File: src/rtl/color_config_arbiter_pkg.sv
// Shared types and constants for the Color Manager configuration-bus arbiter.
package color_config_arbiter_pkg;

  localparam int C_ADDR_WIDTH       = 4;
  localparam int C_DATA_WIDTH       = 14;
  localparam int DEF_TIMEOUT_CYCLES = 15;
  localparam int DEF_ERR_CNT_WIDTH  = 8;
  localparam int TMO_CNT_WIDTH      = 8;

  localparam logic C_VALID_ACTIVE = 1'b0;
  localparam logic C_RDY_ACTIVE   = 1'b0;

  localparam logic [C_ADDR_WIDTH-1:0] ADDR_VGA_CONFIG  = 4'h0;
  localparam logic [C_ADDR_WIDTH-1:0] ADDR_VGA_COLOR   = 4'h1;
  localparam logic [C_ADDR_WIDTH-1:0] ADDR_VGA_QUADRAN = 4'h2;

  typedef enum logic [1:0] {
    ST_IDLE  = 2'd0,
    ST_ISSUE = 2'd1,
    ST_WAIT  = 2'd2
  } state_t;

endpackage

File: src/rtl/color_config_arbiter_if.sv
// Requester handshakes plus the Color Manager config bus, seen from the arbiter (master) or its environment (slave).
interface color_config_arbiter_if;
  import color_config_arbiter_pkg::*;

  logic                    Req0_Valid;
  logic [C_ADDR_WIDTH-1:0] Req0_Addr;
  logic [C_DATA_WIDTH-1:0] Req0_Data;
  logic                    Req0_Ack;
  logic                    Req0_Err;
  logic                    Req1_Valid;
  logic [C_ADDR_WIDTH-1:0] Req1_Addr;
  logic [C_DATA_WIDTH-1:0] Req1_Data;
  logic                    Req1_Ack;
  logic                    Req1_Err;
  logic [C_ADDR_WIDTH-1:0] C_Addr;
  logic [C_DATA_WIDTH-1:0] C_Data;
  logic                    C_Valid;
  logic                    C_Rdy;

  modport master (
    input  Req0_Valid, Req0_Addr, Req0_Data, Req1_Valid, Req1_Addr, Req1_Data, C_Rdy,
    output Req0_Ack, Req0_Err, Req1_Ack, Req1_Err, C_Addr, C_Data, C_Valid
  );

  modport slave (
    output Req0_Valid, Req0_Addr, Req0_Data, Req1_Valid, Req1_Addr, Req1_Data, C_Rdy,
    input  Req0_Ack, Req0_Err, Req1_Ack, Req1_Err, C_Addr, C_Data, C_Valid
  );

endinterface

File: src/rtl/color_config_arbiter_rr_arbiter_2.sv
// Two-way round-robin grant: a tie goes to the requester that was not granted last.
module rr_arbiter_2 (
  input  logic [1:0] i_Req,
  input  logic       i_Last_Grant,
  output logic [1:0] o_Grant
);

  // One-hot grant selection
  always_comb begin
    o_Grant = 2'b00;
    case (i_Req)
      2'b01:   o_Grant = 2'b01;
      2'b10:   o_Grant = 2'b10;
      2'b11:   o_Grant = i_Last_Grant ? 2'b01 : 2'b10;
      default: o_Grant = 2'b00;
    endcase
  end

endmodule

File: src/rtl/color_config_arbiter.sv
// Sole master of the Color Manager config bus: arbitrates two requesters, strobes one write,
// and reports ack or timeout back to the granted requester.
module color_config_arbiter
  import color_config_arbiter_pkg::*;
#(
  parameter int TIMEOUT_CYCLES = DEF_TIMEOUT_CYCLES,
  parameter int ERR_CNT_WIDTH  = DEF_ERR_CNT_WIDTH
) (
  input  logic                     Clk,
  input  logic                     Rst,
  color_config_arbiter_if.master   io_bus,
  output logic                     o_Busy,
  output logic [ERR_CNT_WIDTH-1:0] o_Err_Count
);

  localparam logic [TMO_CNT_WIDTH-1:0] TMO_LAST = TMO_CNT_WIDTH'(TIMEOUT_CYCLES - 1);

  state_t                     r_State,     w_State_Nxt;
  logic [C_ADDR_WIDTH-1:0]    r_C_Addr,    w_C_Addr_Nxt;
  logic [C_DATA_WIDTH-1:0]    r_C_Data,    w_C_Data_Nxt;
  logic                       r_C_Valid,   w_C_Valid_Nxt;
  logic [1:0]                 r_Ack,       w_Ack_Nxt;
  logic [1:0]                 r_Err,       w_Err_Nxt;
  logic [TMO_CNT_WIDTH-1:0]   r_Tmo_Cnt,   w_Tmo_Cnt_Nxt;
  logic [ERR_CNT_WIDTH-1:0]   r_Err_Count, w_Err_Count_Nxt;
  logic                       r_Last_Grant, w_Last_Grant_Nxt;
  logic                       r_Owner,     w_Owner_Nxt;
  logic                       r_Busy;
  logic [1:0]                 w_Req;
  logic [1:0]                 w_Grant;

  // A requester still sees its own Ack/Err this cycle and has not yet dropped Valid;
  // masking it stops the same write being strobed a second time.
  assign w_Req = {io_bus.Req1_Valid & ~(r_Ack[1] | r_Err[1]),
                  io_bus.Req0_Valid & ~(r_Ack[0] | r_Err[0])};

  rr_arbiter_2 u_rr_arbiter_2 (
    .i_Req        (w_Req),
    .i_Last_Grant (r_Last_Grant),
    .o_Grant      (w_Grant)
  );

  // Next-state and next-output logic of the bus FSM
  always_comb begin
    w_State_Nxt      = r_State;
    w_C_Addr_Nxt     = r_C_Addr;
    w_C_Data_Nxt     = r_C_Data;
    w_C_Valid_Nxt    = ~C_VALID_ACTIVE;
    w_Ack_Nxt        = 2'b00;
    w_Err_Nxt        = 2'b00;
    w_Tmo_Cnt_Nxt    = r_Tmo_Cnt;
    w_Err_Count_Nxt  = r_Err_Count;
    w_Last_Grant_Nxt = r_Last_Grant;
    w_Owner_Nxt      = r_Owner;
    case (r_State)
      ST_IDLE: begin
        if (w_Grant != 2'b00) begin
          w_Owner_Nxt      = w_Grant[1];
          w_Last_Grant_Nxt = w_Grant[1];
          w_C_Addr_Nxt     = w_Grant[1] ? io_bus.Req1_Addr : io_bus.Req0_Addr;
          w_C_Data_Nxt     = w_Grant[1] ? io_bus.Req1_Data : io_bus.Req0_Data;
          w_C_Valid_Nxt    = C_VALID_ACTIVE;
          w_State_Nxt      = ST_ISSUE;
        end else begin
          w_State_Nxt = ST_IDLE;
        end
      end
      ST_ISSUE: begin
        // C_Rdy is deliberately not looked at here so a stale pulse cannot ack this write
        w_Tmo_Cnt_Nxt = {TMO_CNT_WIDTH{1'b0}};
        w_State_Nxt   = ST_WAIT;
      end
      ST_WAIT: begin
        if (io_bus.C_Rdy == C_RDY_ACTIVE) begin
          w_Ack_Nxt   = r_Owner ? 2'b10 : 2'b01;
          w_State_Nxt = ST_IDLE;
        end else if (r_Tmo_Cnt == TMO_LAST) begin
          w_Err_Nxt       = r_Owner ? 2'b10 : 2'b01;
          w_Err_Count_Nxt = (&r_Err_Count) ? r_Err_Count : r_Err_Count + ERR_CNT_WIDTH'(1);
          w_State_Nxt     = ST_IDLE;
        end else begin
          w_Tmo_Cnt_Nxt = r_Tmo_Cnt + TMO_CNT_WIDTH'(1);
        end
      end
      default: begin
        w_State_Nxt = ST_IDLE;
      end
    endcase
  end

  // State and registered-output update; reset aborts any write in flight
  always_ff @(posedge Clk or posedge Rst) begin
    if (Rst) begin
      r_State      <= ST_IDLE;
      r_C_Addr     <= {C_ADDR_WIDTH{1'b0}};
      r_C_Data     <= {C_DATA_WIDTH{1'b0}};
      r_C_Valid    <= ~C_VALID_ACTIVE;
      r_Ack        <= 2'b00;
      r_Err        <= 2'b00;
      r_Tmo_Cnt    <= {TMO_CNT_WIDTH{1'b0}};
      r_Err_Count  <= {ERR_CNT_WIDTH{1'b0}};
      r_Last_Grant <= 1'b1;
      r_Owner      <= 1'b0;
      r_Busy       <= 1'b0;
    end else begin
      r_State      <= w_State_Nxt;
      r_C_Addr     <= w_C_Addr_Nxt;
      r_C_Data     <= w_C_Data_Nxt;
      r_C_Valid    <= w_C_Valid_Nxt;
      r_Ack        <= w_Ack_Nxt;
      r_Err        <= w_Err_Nxt;
      r_Tmo_Cnt    <= w_Tmo_Cnt_Nxt;
      r_Err_Count  <= w_Err_Count_Nxt;
      r_Last_Grant <= w_Last_Grant_Nxt;
      r_Owner      <= w_Owner_Nxt;
      r_Busy       <= (w_State_Nxt != ST_IDLE);
    end
  end

  assign io_bus.C_Addr   = r_C_Addr;
  assign io_bus.C_Data   = r_C_Data;
  assign io_bus.C_Valid  = r_C_Valid;
  assign io_bus.Req0_Ack = r_Ack[0];
  assign io_bus.Req1_Ack = r_Ack[1];
  assign io_bus.Req0_Err = r_Err[0];
  assign io_bus.Req1_Err = r_Err[1];
  assign o_Busy          = r_Busy;
  assign o_Err_Count     = r_Err_Count;

endmodule

File: src/flat_wrapper.sv
// flat-port wrapper written by rule: the top's interface ports become plain ports
module color_config_arbiter_flat import color_config_arbiter_pkg::*;
#(
  parameter int TIMEOUT_CYCLES = DEF_TIMEOUT_CYCLES,
  parameter int ERR_CNT_WIDTH  = DEF_ERR_CNT_WIDTH
)
  (Clk, Rst, o_Busy, o_Err_Count, io_bus_Req0_Valid, io_bus_Req0_Addr, io_bus_Req0_Data, io_bus_Req1_Valid, io_bus_Req1_Addr, io_bus_Req1_Data, io_bus_C_Rdy, io_bus_Req0_Ack, io_bus_Req0_Err, io_bus_Req1_Ack, io_bus_Req1_Err, io_bus_C_Addr, io_bus_C_Data, io_bus_C_Valid);
  color_config_arbiter_if io_bus_i ();
  input  logic Clk;
  input  logic Rst;
  output logic o_Busy;
  output logic [ERR_CNT_WIDTH-1:0] o_Err_Count;
  input wire logic [$bits(io_bus_i.Req0_Valid)-1:0] io_bus_Req0_Valid;
  input wire logic [$bits(io_bus_i.Req0_Addr)-1:0] io_bus_Req0_Addr;
  input wire logic [$bits(io_bus_i.Req0_Data)-1:0] io_bus_Req0_Data;
  input wire logic [$bits(io_bus_i.Req1_Valid)-1:0] io_bus_Req1_Valid;
  input wire logic [$bits(io_bus_i.Req1_Addr)-1:0] io_bus_Req1_Addr;
  input wire logic [$bits(io_bus_i.Req1_Data)-1:0] io_bus_Req1_Data;
  input wire logic [$bits(io_bus_i.C_Rdy)-1:0] io_bus_C_Rdy;
  output wire logic [$bits(io_bus_i.Req0_Ack)-1:0] io_bus_Req0_Ack;
  output wire logic [$bits(io_bus_i.Req0_Err)-1:0] io_bus_Req0_Err;
  output wire logic [$bits(io_bus_i.Req1_Ack)-1:0] io_bus_Req1_Ack;
  output wire logic [$bits(io_bus_i.Req1_Err)-1:0] io_bus_Req1_Err;
  output wire logic [$bits(io_bus_i.C_Addr)-1:0] io_bus_C_Addr;
  output wire logic [$bits(io_bus_i.C_Data)-1:0] io_bus_C_Data;
  output wire logic [$bits(io_bus_i.C_Valid)-1:0] io_bus_C_Valid;
  assign io_bus_i.Req0_Valid = io_bus_Req0_Valid;
  assign io_bus_i.Req0_Addr = io_bus_Req0_Addr;
  assign io_bus_i.Req0_Data = io_bus_Req0_Data;
  assign io_bus_i.Req1_Valid = io_bus_Req1_Valid;
  assign io_bus_i.Req1_Addr = io_bus_Req1_Addr;
  assign io_bus_i.Req1_Data = io_bus_Req1_Data;
  assign io_bus_i.C_Rdy = io_bus_C_Rdy;
  assign io_bus_Req0_Ack = io_bus_i.Req0_Ack;
  assign io_bus_Req0_Err = io_bus_i.Req0_Err;
  assign io_bus_Req1_Ack = io_bus_i.Req1_Ack;
  assign io_bus_Req1_Err = io_bus_i.Req1_Err;
  assign io_bus_C_Addr = io_bus_i.C_Addr;
  assign io_bus_C_Data = io_bus_i.C_Data;
  assign io_bus_C_Valid = io_bus_i.C_Valid;
  color_config_arbiter #(.TIMEOUT_CYCLES(TIMEOUT_CYCLES), .ERR_CNT_WIDTH(ERR_CNT_WIDTH)) u_core (.Clk(Clk), .Rst(Rst), .io_bus(io_bus_i), .o_Busy(o_Busy), .o_Err_Count(o_Err_Count));
endmodule
File: config.mk
export PLATFORM = sky130hd
export DESIGN_NAME = color_config_arbiter_flat
export DESIGN_NICKNAME = d
export VERILOG_FILES = /design/src/rtl/color_config_arbiter_pkg.sv /design/src/rtl/color_config_arbiter_if.sv /design/src/rtl/color_config_arbiter_rr_arbiter_2.sv /design/src/rtl/color_config_arbiter.sv /design/src/flat_wrapper.sv
export SDC_FILE = /design/constraint.sdc
export NUM_CORES = 1
export LEC_CHECK = 0
export CORE_AREA = 3 3 76 78
export CTS_CLUSTER_SIZE = 12
export DETAILED_ROUTE_END_ITERATION = 10
export DIE_AREA = 0 0 79 81
export GPL_ROUTABILITY_DRIVEN = 0
export PLACE_DENSITY = 0.71
export SYNTH_ARGS = -nofsm -noshare
export SYNTH_HDL_FRONTEND = slang
export SYNTH_SLANG_ARGS = --single-unit
File: constraint.sdc
create_clock -name Clk -period 2.23 [get_ports Clk]
set_input_delay 0.446 -clock Clk [delete_from_list [all_inputs] [get_ports Clk]]
set_output_delay 0.446 -clock Clk [all_outputs]
set_load 0.005 [all_outputs]
==> results.md <==
- Area leader, netlist: dfrtp_1
- Final setup violation count: 0
- Layout Cells excl Fill: between 300 and 400
- Largest net degree at the start of global routing: 45
- Die Footprint: roughly 0.0064 sq mm
- Nets: 305
- Maximum VDD drop: between 0.5 and 0.6 mV
- Total number of vias: roughly 1600
- FF+latch area: about 0.0011 sq mm
- Vias in the first global route: approximately 1700
- H-tree depth: 2
- CTS tree: built
- Antenna violations before repair: 0
- Layout area overhead: 46.1%
- WL/cell: about 14 um
- Asr flop ratio synth: between 90% and 100%
- # diodes: 0
- Slew Limit Fails: 0
- Synthesized area: approximately 0.002 sq mm
- GR Layer Usage met2: about 27%
- Sw Share: 31.1%
- Largest stage delay on the critical path: around 0.45 ns
- Die H: about 81 um
- Setup_tns: 0 ns
- Busiest grt layer: met2
- Commonest non-fill, non-tap cell in the layout: clkdlybuf4s50_1
- Final worst setup slack: around 0.47 ns
- Initial core utilization: slightly below 40%
- RSZ-0062 raised after global routing: false
- Status: complete, no violations
- Placed cell areas: between 0.002 and 0.003 sq mm
- CTS Buf Count: 5
- Synth Register Bits: between 40 and 50
- CP max stage cell: clkdlybuf4s50_1
- Clk buf depth: 2
- Syn Area/Cell: between 10 and 15 sq um
- Met1 usage: 21.2%
- Dpl hpwl: between 3000 and 4000 um
- Worst Skew: 0.00603 ns
- Max FO, Critical Path: 20
- Routed Antenna Nets: 0
- Placed cells: ~320
- Worst Hold Class: flop to flop
- Sequential-to-total area share from yosys stat: 54.1%
- Required @ worst endpoint: roughly 2.4 ns
- M3 GR Usage: roughly 2.8%
- Clock-pin transition on the worst setup and hold timing paths: 0.08 ns
- FMAX: approximately 570 MHz
- Overflow after GRT: 0
- Worst slack, placed: 0.174 ns
- Total Power: ~2.8 mW
- Max-cap viol count: 0
- Warning count from the yosys run: 0
- Cell Int Power: roughly 2.0 mW
- GRT Util Overall: 16.3%
- Hold WS: between 0.4 and 0.5 ns
- Multi-input gate area: 891 sq um
- Worst setup EP type: flop
- # DRC: 0
- Final Cycle Share: between 70 and 80%
- Drt initial violations: ~150
- TritonRoute pass-1 iters: 4
- Combinational fraction of design power: a little under 40%
- Top cells by area, synth: dfrtp_1 (52%), mux2i_1 (9.8%), nand2_1 (5.0%)
- Clock power frac: between 10% and 20%
- Synth top area share: roughly half
- First-pass GRT wire length: between 8000 and 9000 um
- Post-synth EDFFs: 0
- WS Path Type: primary input to flop
- Worst-Skew Late Latency: ~0.29 ns
- Commonest non-fill, non-tap cells in the layout: clkdlybuf4s50_1 (72), dfrtp_1 (42), nand2_1 (27)
- Synth cell types: 39
- Layout Cell Area excl Fill: just under 0.003 sq mm
- # hold bufs at CTS: 0
- PortBufs: just over 70
- Critical Path Start Type: primary input
- WP data arrival: 1.93 ns
- Final Util: 57.9%
- Syn Inst Count: 183
- Slew margin rel.: 63.0%
- Leakage: about 1.3 nW
- Fillcell total: around 500
- Final hold violations: 0
- Min Tclk post-route: about 1.8 ns
- PostCTS Resize Cnt: 0
- CTS sink cnt: 44
- Cell area power density: ~950 mW/mm^2
- Core area: between 0.005 and 0.006 sq mm
- Num rows: 26
- DIE WIDTH: 79 um
- Syn_nets: between 200 and 250
- Share of layout cells above drive strength 1: a little over 9%
- Final wirelength: approximately 4800 um
- Via/cell ratio: between 4 and 5
- Post-synth top flop: dfrtp_1
- Share of power burned in registers: a little over two fifths
- Post-CTS Setup Inserts: 0
- Critical-path cell list: clkdlybuf4s50_1, nor3b_1, a21boi_2, buf_12, mux2i_1, o21ai_0
- Root Buffer: clkbuf_8
- I/O pins: 73
- P_sw: about 0.88 mW
- Worst-Margin Slew: 0.555 ns
## routing by layer
metal / share of wire, % / vias to the layer above / wire length, um
li1: - / 797 / -
met1: 46 / 754 / 2210
met2: 49 / 38 / 2330
met3: 3.6 / 5 / 173
met4: 1.4 / 0 / 68
met5: 0 / - / 0
## path summary, 6_finish.rpt
check | cells past startpoint | start | end | slack (ns)
min reg2reg | 2 | u_core.io_bus.C_Data[1]$_DFFE_PP0P_ | u_core.io_bus.C_Data[1]$_DFFE_PP0P_ | 0.48
max in group asynchronous | 3 | Rst | u_core.r_Last_Grant$_DFFE_PP1P_ | 1.26
max reg2reg | 4 | u_core.r_Tmo_Cnt[5]$_DFFE_PP0P_ | u_core.o_Err_Count[1]$_DFFE_PP0P_ | 0.54
min | 2 | u_core.io_bus.C_Data[1]$_DFFE_PP0P_ | u_core.io_bus.C_Data[1]$_DFFE_PP0P_ | 0.48
min in group asynchronous | 3 | Rst | u_core.io_bus.C_Data[12]$_DFFE_PP0P_ | 0.59
max | 6 | io_bus_Req1_Valid | u_core.io_bus.C_Data[5]$_DFFE_PP0P_ | 0.47
## registers in the layout (all words and copies together), names as in the netlist
register / cells
u_core.io_bus.C_Addr: 4
u_core.io_bus.C_Data: 14
u_core.io_bus.C_Valid: 1
u_core.o_Busy: 1
u_core.o_Err_Count: 8
u_core.r_Ack: 2
u_core.r_Err: 2
u_core.r_Last_Grant: 1
u_core.r_Owner: 1
u_core.r_State: 2
u_core.r_Tmo_Cnt: 8
## cell type report
cell class,instances,share of cell area (%)
Sequential cell,44,37.1
Multi-Input combinational cell,128,29.9
Timing Repair Buffer,78,26.6
Clock buffer,8,3.03
Tap cell,70,2.94
Inverter,4,0.504
## cells by family after synthesis
logic type / synth area share (%)
flops: 54.1
xor+xnor: 3.87
mux: 13.4
buf+inv: 2.52
fa+ha+maj: 1.84
compound gates: 7.00
simple gates: 17.2
## worst max-delay path, delay by kind of cell
family / cells / cell delay, ns
simple gates: 1 / 0.26
compound gates: 2 / 0.35
buf+inv: 2 / 0.66
mux: 1 / 0.20
## power groups by stage
stage | Clock [mW] | Combinational [mW] | Sequential, mW
after floorplan | 0 | 0.507 | 1.22
after global placement | 0 | 1.12 | 1.22
after detailed placement | 0 | 1.14 | 1.22
after CTS | 0.530 | 1.15 | 1.20
after global routing | 0.561 | 1.24 | 1.24
final | 0.515 | 1.12 | 1.20
## synthesized netlist by cell type (2+ instances only)
master,instances
and3_1,2
clkbuf_1,4
dfrtp_1,42
mux2i_1,20
xnor2_1,8
nand4b_1,2
o21ai_0,20
nand2b_1,2
nor3b_1,2
nor2b_1,2
nor4_1,2
nand3_1,3
mux2_2,4
dfstp_2,2
inv_1,4
ha_1,3
nand2_1,27
nor2_1,4
buf_2,2
nand4_1,6
and2_1,4
Note: power is estimated with default switching activity, not from simulation.
